[config.mk]
export PLATFORM = sky130hd
export DESIGN_NAME = riscv_gpio_in_port
export DESIGN_NICKNAME = d
export VERILOG_FILES = /design/src/rtl/riscv_gpio_pkg.sv /design/src/rtl/gpio_debounce.sv /design/src/rtl/riscv_gpio_in_port.sv
export SDC_FILE = /design/constraint.sdc
export NUM_CORES = 1
export LEC_CHECK = 0
export ABC_AREA = 1
export CAP_MARGIN = 20
export CORE_ASPECT_RATIO = 0.9
export CORE_UTILIZATION = 43
export CTS_BUF_LIST = sky130_fd_sc_hd__clkbuf_16
export DETAILED_ROUTE_END_ITERATION = 16
export PLACE_DENSITY = 0.76
export SLEW_MARGIN = 20
export SYNTH_ARGS = -nofsm -noshare
export SYNTH_HDL_FRONTEND = slang
export SYNTH_HIERARCHICAL = 1
export SYNTH_SLANG_ARGS = --single-unit
[constraint.sdc]
create_clock -name clk -period 1.2 [get_ports clk]
set_clock_uncertainty 0.15 [all_clocks]
set_input_delay 0.24 -clock clk [delete_from_list [all_inputs] [get_ports clk]]
set_output_delay 0.24 -clock clk [all_outputs]
set_load 0.1 [all_outputs]
[src/rtl/riscv_gpio_pkg.sv]
// Shared constants and register decode for the memory-mapped GPIO input port.
package riscv_gpio_pkg;

  localparam int GPIO_BUS_W = 32;

  localparam logic [3:0] GPIO_DATA_OFS  = 4'h0;
  localparam logic [3:0] GPIO_RISE_OFS  = 4'h4;
  localparam logic [3:0] GPIO_FALL_OFS  = 4'h8;
  localparam logic [3:0] GPIO_IRQEN_OFS = 4'hC;

  typedef enum logic [2:0] {
    REG_DATA,
    REG_RISE,
    REG_FALL,
    REG_IRQEN,
    REG_NONE
  } gpio_reg_e;

  // Word-aligned decode; the byte-lane bits of the offset do not select anything.
  function automatic gpio_reg_e gpio_decode(input logic [3:0] addr);
    logic [3:0] ofs;
    gpio_reg_e  sel;
    ofs = {addr[3:2], 2'b00};
    case (ofs)
      GPIO_DATA_OFS:  sel = REG_DATA;
      GPIO_RISE_OFS:  sel = REG_RISE;
      GPIO_FALL_OFS:  sel = REG_FALL;
      GPIO_IRQEN_OFS: sel = REG_IRQEN;
      default:        sel = REG_NONE;
    endcase
    return sel;
  endfunction

endpackage

[src/rtl/gpio_debounce.sv]
// One GPIO input channel: synchroniser chain, optional debounce filter
// (GPIO_DEBOUNCE_EN), stable level flop and rise/fall change pulses.
module gpio_debounce #(
  parameter int SYNC_STAGES     = 2,
  parameter int DEBOUNCE_CYCLES = 4
) (
  input  logic clk,
  input  logic reset,
  input  logic pin_i,
  output logic stable_o,
  output logic rise_o,
  output logic fall_o
);

  if (SYNC_STAGES < 2) begin : g_bad_sync
    $error("gpio_debounce: SYNC_STAGES must be at least 2");
  end
  if (DEBOUNCE_CYCLES < 1) begin : g_bad_deb
    $error("gpio_debounce: DEBOUNCE_CYCLES must be at least 1");
  end

  logic [SYNC_STAGES-1:0] sync_q;
  logic                   sync_bit;
  logic                   stable_q;
  logic                   stable_d;

  // NOTE: flops are written with <= so every register samples its pre-edge
  // inputs; blocking here would collapse the synchroniser into one stage.
  always_ff @(posedge clk or posedge reset) begin
    if (reset) begin
      sync_q <= '0;
    end else begin
      sync_q <= {sync_q[SYNC_STAGES-2:0], pin_i};
    end
  end

  assign sync_bit = sync_q[SYNC_STAGES-1];

`ifdef GPIO_DEBOUNCE_EN
  localparam int                CNT_W    = $clog2(DEBOUNCE_CYCLES) + 1;
  localparam logic [CNT_W-1:0]  CNT_LAST = CNT_W'(DEBOUNCE_CYCLES - 1);

  logic [CNT_W-1:0] cnt_q;
  logic [CNT_W-1:0] cnt_d;

  // NOTE: every output of a combinational block gets a default first, so no
  // path leaves it unassigned and no latch is inferred.
  always_comb begin
    stable_d = stable_q;
    cnt_d    = '0;
    if (sync_bit != stable_q) begin
      // Counter tops out at CNT_LAST and then resets, so it never wraps.
      if (cnt_q == CNT_LAST) begin
        stable_d = sync_bit;
      end else begin
        cnt_d = cnt_q + 1'b1;
      end
    end
  end

  always_ff @(posedge clk or posedge reset) begin
    if (reset) begin
      cnt_q    <= '0;
      stable_q <= 1'b0;
    end else begin
      cnt_q    <= cnt_d;
      stable_q <= stable_d;
    end
  end
`else
  always_comb begin
    stable_d = sync_bit;
  end

  always_ff @(posedge clk or posedge reset) begin
    if (reset) begin
      stable_q <= 1'b0;
    end else begin
      stable_q <= stable_d;
    end
  end
`endif

  // Pulses coincide with the edge that updates the stable level.
  assign stable_o = stable_q;
  assign rise_o   = ~stable_q &  stable_d;
  assign fall_o   =  stable_q & ~stable_d;

endmodule

[src/rtl/riscv_gpio_in_port.sv]
// Memory-mapped GPIO input peripheral: per-channel filtering, sticky edge
// capture (W1C), interrupt enable and a registered read port.
// Debounce filter is built only when GPIO_DEBOUNCE_EN is defined.
module riscv_gpio_in_port
  import riscv_gpio_pkg::*;
#(
  parameter int WIDTH           = 9,
  parameter int SYNC_STAGES     = 2,
  parameter int DEBOUNCE_CYCLES = 4
) (
  input  logic                  clk,
  input  logic                  reset,
  input  logic [WIDTH-1:0]      gpio_port_in,
  input  logic [3:0]            addr,
  input  logic                  we,
  input  logic                  re,
  input  logic [GPIO_BUS_W-1:0] wdata,
  output logic [GPIO_BUS_W-1:0] rdata,
  output logic                  rvalid,
  output logic                  irq
);

  if (WIDTH < 1 || WIDTH > GPIO_BUS_W) begin : g_bad_width
    $error("riscv_gpio_in_port: WIDTH must be in 1..32");
  end

  logic [WIDTH-1:0]      stable;
  logic [WIDTH-1:0]      rise_set;
  logic [WIDTH-1:0]      fall_set;

  logic [WIDTH-1:0]      rise_q,   rise_d;
  logic [WIDTH-1:0]      fall_q,   fall_d;
  logic [WIDTH-1:0]      irq_en_q, irq_en_d;
  logic [GPIO_BUS_W-1:0] rdata_q,  rdata_d;
  logic                  rvalid_q, rvalid_d;
  logic                  irq_q,    irq_d;

  gpio_reg_e             reg_sel;
  logic [WIDTH-1:0]      wmask;
  logic                  unused_bus_bits;

  for (genvar i = 0; i < WIDTH; i++) begin : g_ch
    gpio_debounce #(
      .SYNC_STAGES     (SYNC_STAGES),
      .DEBOUNCE_CYCLES (DEBOUNCE_CYCLES)
    ) u_ch (
      .clk      (clk),
      .reset    (reset),
      .pin_i    (gpio_port_in[i]),
      .stable_o (stable[i]),
      .rise_o   (rise_set[i]),
      .fall_o   (fall_set[i])
    );
  end

  assign reg_sel         = gpio_decode(addr);
  assign wmask           = wdata[WIDTH-1:0];
  assign unused_bus_bits = ^{addr[1:0], wdata};

  always_comb begin
    rise_d   = rise_q | rise_set;
    fall_d   = fall_q | fall_set;
    irq_en_d = irq_en_q;
    rdata_d  = rdata_q;
    rvalid_d = re;
    irq_d    = |((rise_q | fall_q) & irq_en_q);

    // A new edge in the same cycle as its W1C clear survives the clear.
    if (we) begin
      case (reg_sel)
        REG_RISE:  rise_d   = (rise_q & ~wmask) | rise_set;
        REG_FALL:  fall_d   = (fall_q & ~wmask) | fall_set;
        REG_IRQEN: irq_en_d = wmask;
        default:   ;
      endcase
    end

    // Read mux uses current register state, so a same-cycle write is not seen.
    if (re) begin
      case (reg_sel)
        REG_DATA:  rdata_d = GPIO_BUS_W'(stable);
        REG_RISE:  rdata_d = GPIO_BUS_W'(rise_q);
        REG_FALL:  rdata_d = GPIO_BUS_W'(fall_q);
        REG_IRQEN: rdata_d = GPIO_BUS_W'(irq_en_q);
        default:   rdata_d = '0;
      endcase
    end
  end

  always_ff @(posedge clk or posedge reset) begin
    if (reset) begin
      rise_q   <= '0;
      fall_q   <= '0;
      irq_en_q <= '0;
      rdata_q  <= '0;
      rvalid_q <= 1'b0;
      irq_q    <= 1'b0;
    end else begin
      rise_q   <= rise_d;
      fall_q   <= fall_d;
      irq_en_q <= irq_en_d;
      rdata_q  <= rdata_d;
      rvalid_q <= rvalid_d;
      irq_q    <= irq_d;
    end
  end

  assign rdata  = rdata_q;
  assign rvalid = rvalid_q;
  assign irq    = irq_q;

endmodule
==> run metrics <==
status=finished, violations left; failing checks=setup timing; total number of vias=approximately 2200; Worst setup EP type=output port; WL final=5980 um; Core ar.=between 6000 and 7000 um2; Cell Count Post-Placement=approximately 470; cells after synthesis=329; Initial DRT Pass Iterations=4; layout cell share with drive strength beyond 1=around 22%; post-DR wirelength/cell=between 10 and 15 um; post-synthesis cell area=2900 um2; area share of the largest cell type after synthesis=roughly 56%; Leak=1.90 nW; cell taking the most area after synthesis=dfrtp_1; Clock Pin Slew Worst Setup and Hold Paths=approximately 50 ps; io pins=83; Cell variety after synth=19; post-synthesis register bit count=65; via count of the first global-routing pass=about 2200; Post-synth ARST share=100%; Clk Latency, worst-skew pair=330 ps; sequential cell area=1640 um2; WP data required=810 ps; Initial Util=between 40 and 50%; CP Launch Type=flip-flop; worst-path maximum fanout=2; register area share after synthesis=56.1%; Antenna Nets Post-Route=0; worst vdd ir=800 uV; Max stage delay on crit path=420 ps; Critical Path AT=approximately 900 ps; top-count cell post-synth=dfrtp_1; Remaining DRCs=0; delay-heaviest family, CP=flip-flops; TritonCTS Buffers=9; Cell Rows=28; Fillers=558; root buf cell=clkbuf_16; IO Port Bufs=34; total grt overflow=0; CP cell instances=buf_12; prevailing post-synth register cell=dfrtp_1; Clock Sinks=65; maxcap violations=0; DR iter-0 viols=between 150 and 200; htree depth=3; setup TNS=-1170 ps; Mean Syn Cell Area=8.81 um2; pre-CTS setup slack=-503 ps; initial antenna violation count=0; Post-DP HPWL=4210 um; Min-Delay Path Class=primary input to async pin; # setup viols final=11; first-pass GRT wire length=9780 um; CTS tree=built; Post-synth EDFFs=0; Final nets=445; clk buf depth=2; Final Cycle Share=110%; Worst Slack Setup Final=-114 ps; Die ar.=7070 um2; pin count of the biggest net entering global routing=28; unrepaired setup endpoints after global routing=true; GRT Total Usage=19.1%; gpl congestion=around 0.88; kind of critical path=flip-flop to output port; Final Hold Vio Count=0; Final Util=59.0%; max frequency=761 MHz; Buf/Inv on CP=1; Slew Viols, Final=0; Synth warnings=6; Cell Area, Placed=3530 um2; synth-to-layout area growth=33.4%; minimum clock period=1310 ps; n_diodes=0; Synth area leaders=dfrtp_1 (56%), nand2_1 (7.5%), inv_1 (7.3%); post-route cell area=3870 um2; Final Non-Filler Cells=491; Pwr Density=1640 nW/um2; Vias/cell=4.53; Chip Height=between 70 and 80 um; area of the multi-input gates=925 um2; Slowest cell on crit path=dfrtp_2; Die W=88.5 um; top cells by count, synth=dfrtp_1 (65), nand2_1 (58), inv_1 (56), nor2_1 (47), nand3_1 (28)
==> cell usage in the layout (no fill, tap or decap), drive strengths merged <==
cell type and n:
buf 40, clkbuf 12, clkdlybuf4s50 20, clkinv 5, clkinvlp 3, conb 23
dfrtp 65, dlygate4sd2 1, inv 57, nand2 61, nand3 29, nor2 49
o21ai 36
==> what timing repair did <==
action / CTS / global route
gates resized for setup: 11 / 6
buffers inserted: 1 / 6
pin swaps: 1 / 3
setup endpoints to repair: 47 / 13
hold buffers: 0 / 0
cloned: 0 / 0
==> final timing paths <==
kind                                             startpoint                          endpoint  slack (ps)  cells after the start
setup / recovery                       rdata[6]$_DFFE_PP0P_                          rdata[6]        -110                      1
hold / removal                                        reset           irq_en_q[3]$_DFFE_PP0P_         170                      3
setup reg to reg                        fall_q[7]$_DFF_PP0_                     irq$_DFF_PP0_          70                      4
hold reg to reg            g_ch[5].u_ch/sync_q[0]$_DFF_PP0_  g_ch[5].u_ch/sync_q[1]$_DFF_PP0_         200                      0
max in group asynchronous                             reset  g_ch[5].u_ch/sync_q[1]$_DFF_PP0_         540                      3
min in group clk           g_ch[5].u_ch/sync_q[0]$_DFF_PP0_  g_ch[5].u_ch/sync_q[1]$_DFF_PP0_         200                      0
==> registers in the layout (all words and copies together) (netlist names) <==
name and cells:
rdata 9, irq 1, rvalid 1, g_ch.u_ch/sync_q 18, irq_en_q 9, rise_q 9, fall_q 9, g_ch.u_ch/stable_o 9
==> report_power, final <==
part	total [mW]	switching [mW]	internal, mW
Combinational	1.50	1.02	0.478
Clock	2.29	0.927	1.37
Sequential	2.56	0.160	2.40
Total	6.35	2.11	4.24
==> cell families (layout without fill, tap and decap cells) <==
family	count (synthesis)	after routing	synth area share (%)
AO/OA/AOI/OAI	36	36	7.38
other	1	23	0.129
buffers and inverters	88	138	15.5
AND/OR/NAND/NOR	139	139	20.9
flip-flops	65	65	56.1
==> cell type report <==
cell class,instances,area share (%)
Clock buffer,9,5.83
Clock inverter,7,0.971
Multi-Input combinational cell,198,23.9
Inverter,58,5.79
Timing Repair Buffer,64,18.2
Tap cell,90,2.91
Sequential cell,65,42.4
==> per-layer routing <==
metal  vias to the layer above  GRT usage, %  wire length (um)
met5                         -             0                 0
met4                         0          12.4               142
met3                        11          4.55               381
met2                        98          29.5              2820
met1                      1020          23.9              2630
li1                       1093             -                 -
==> stage by stage <==
| step | hold WS (ps) | power (mW) |
|---|---|---|
| global route | 196 | 6.60 |
| detailed placement | 186 | 4.05 |
| finish | 174 | 6.35 |
| floorplan | -156 | 3.62 |
| CTS | 183 | 6.37 |
| global placement | 182 | 4.01 |
Note: power is estimated with default switching activity, not from simulation.
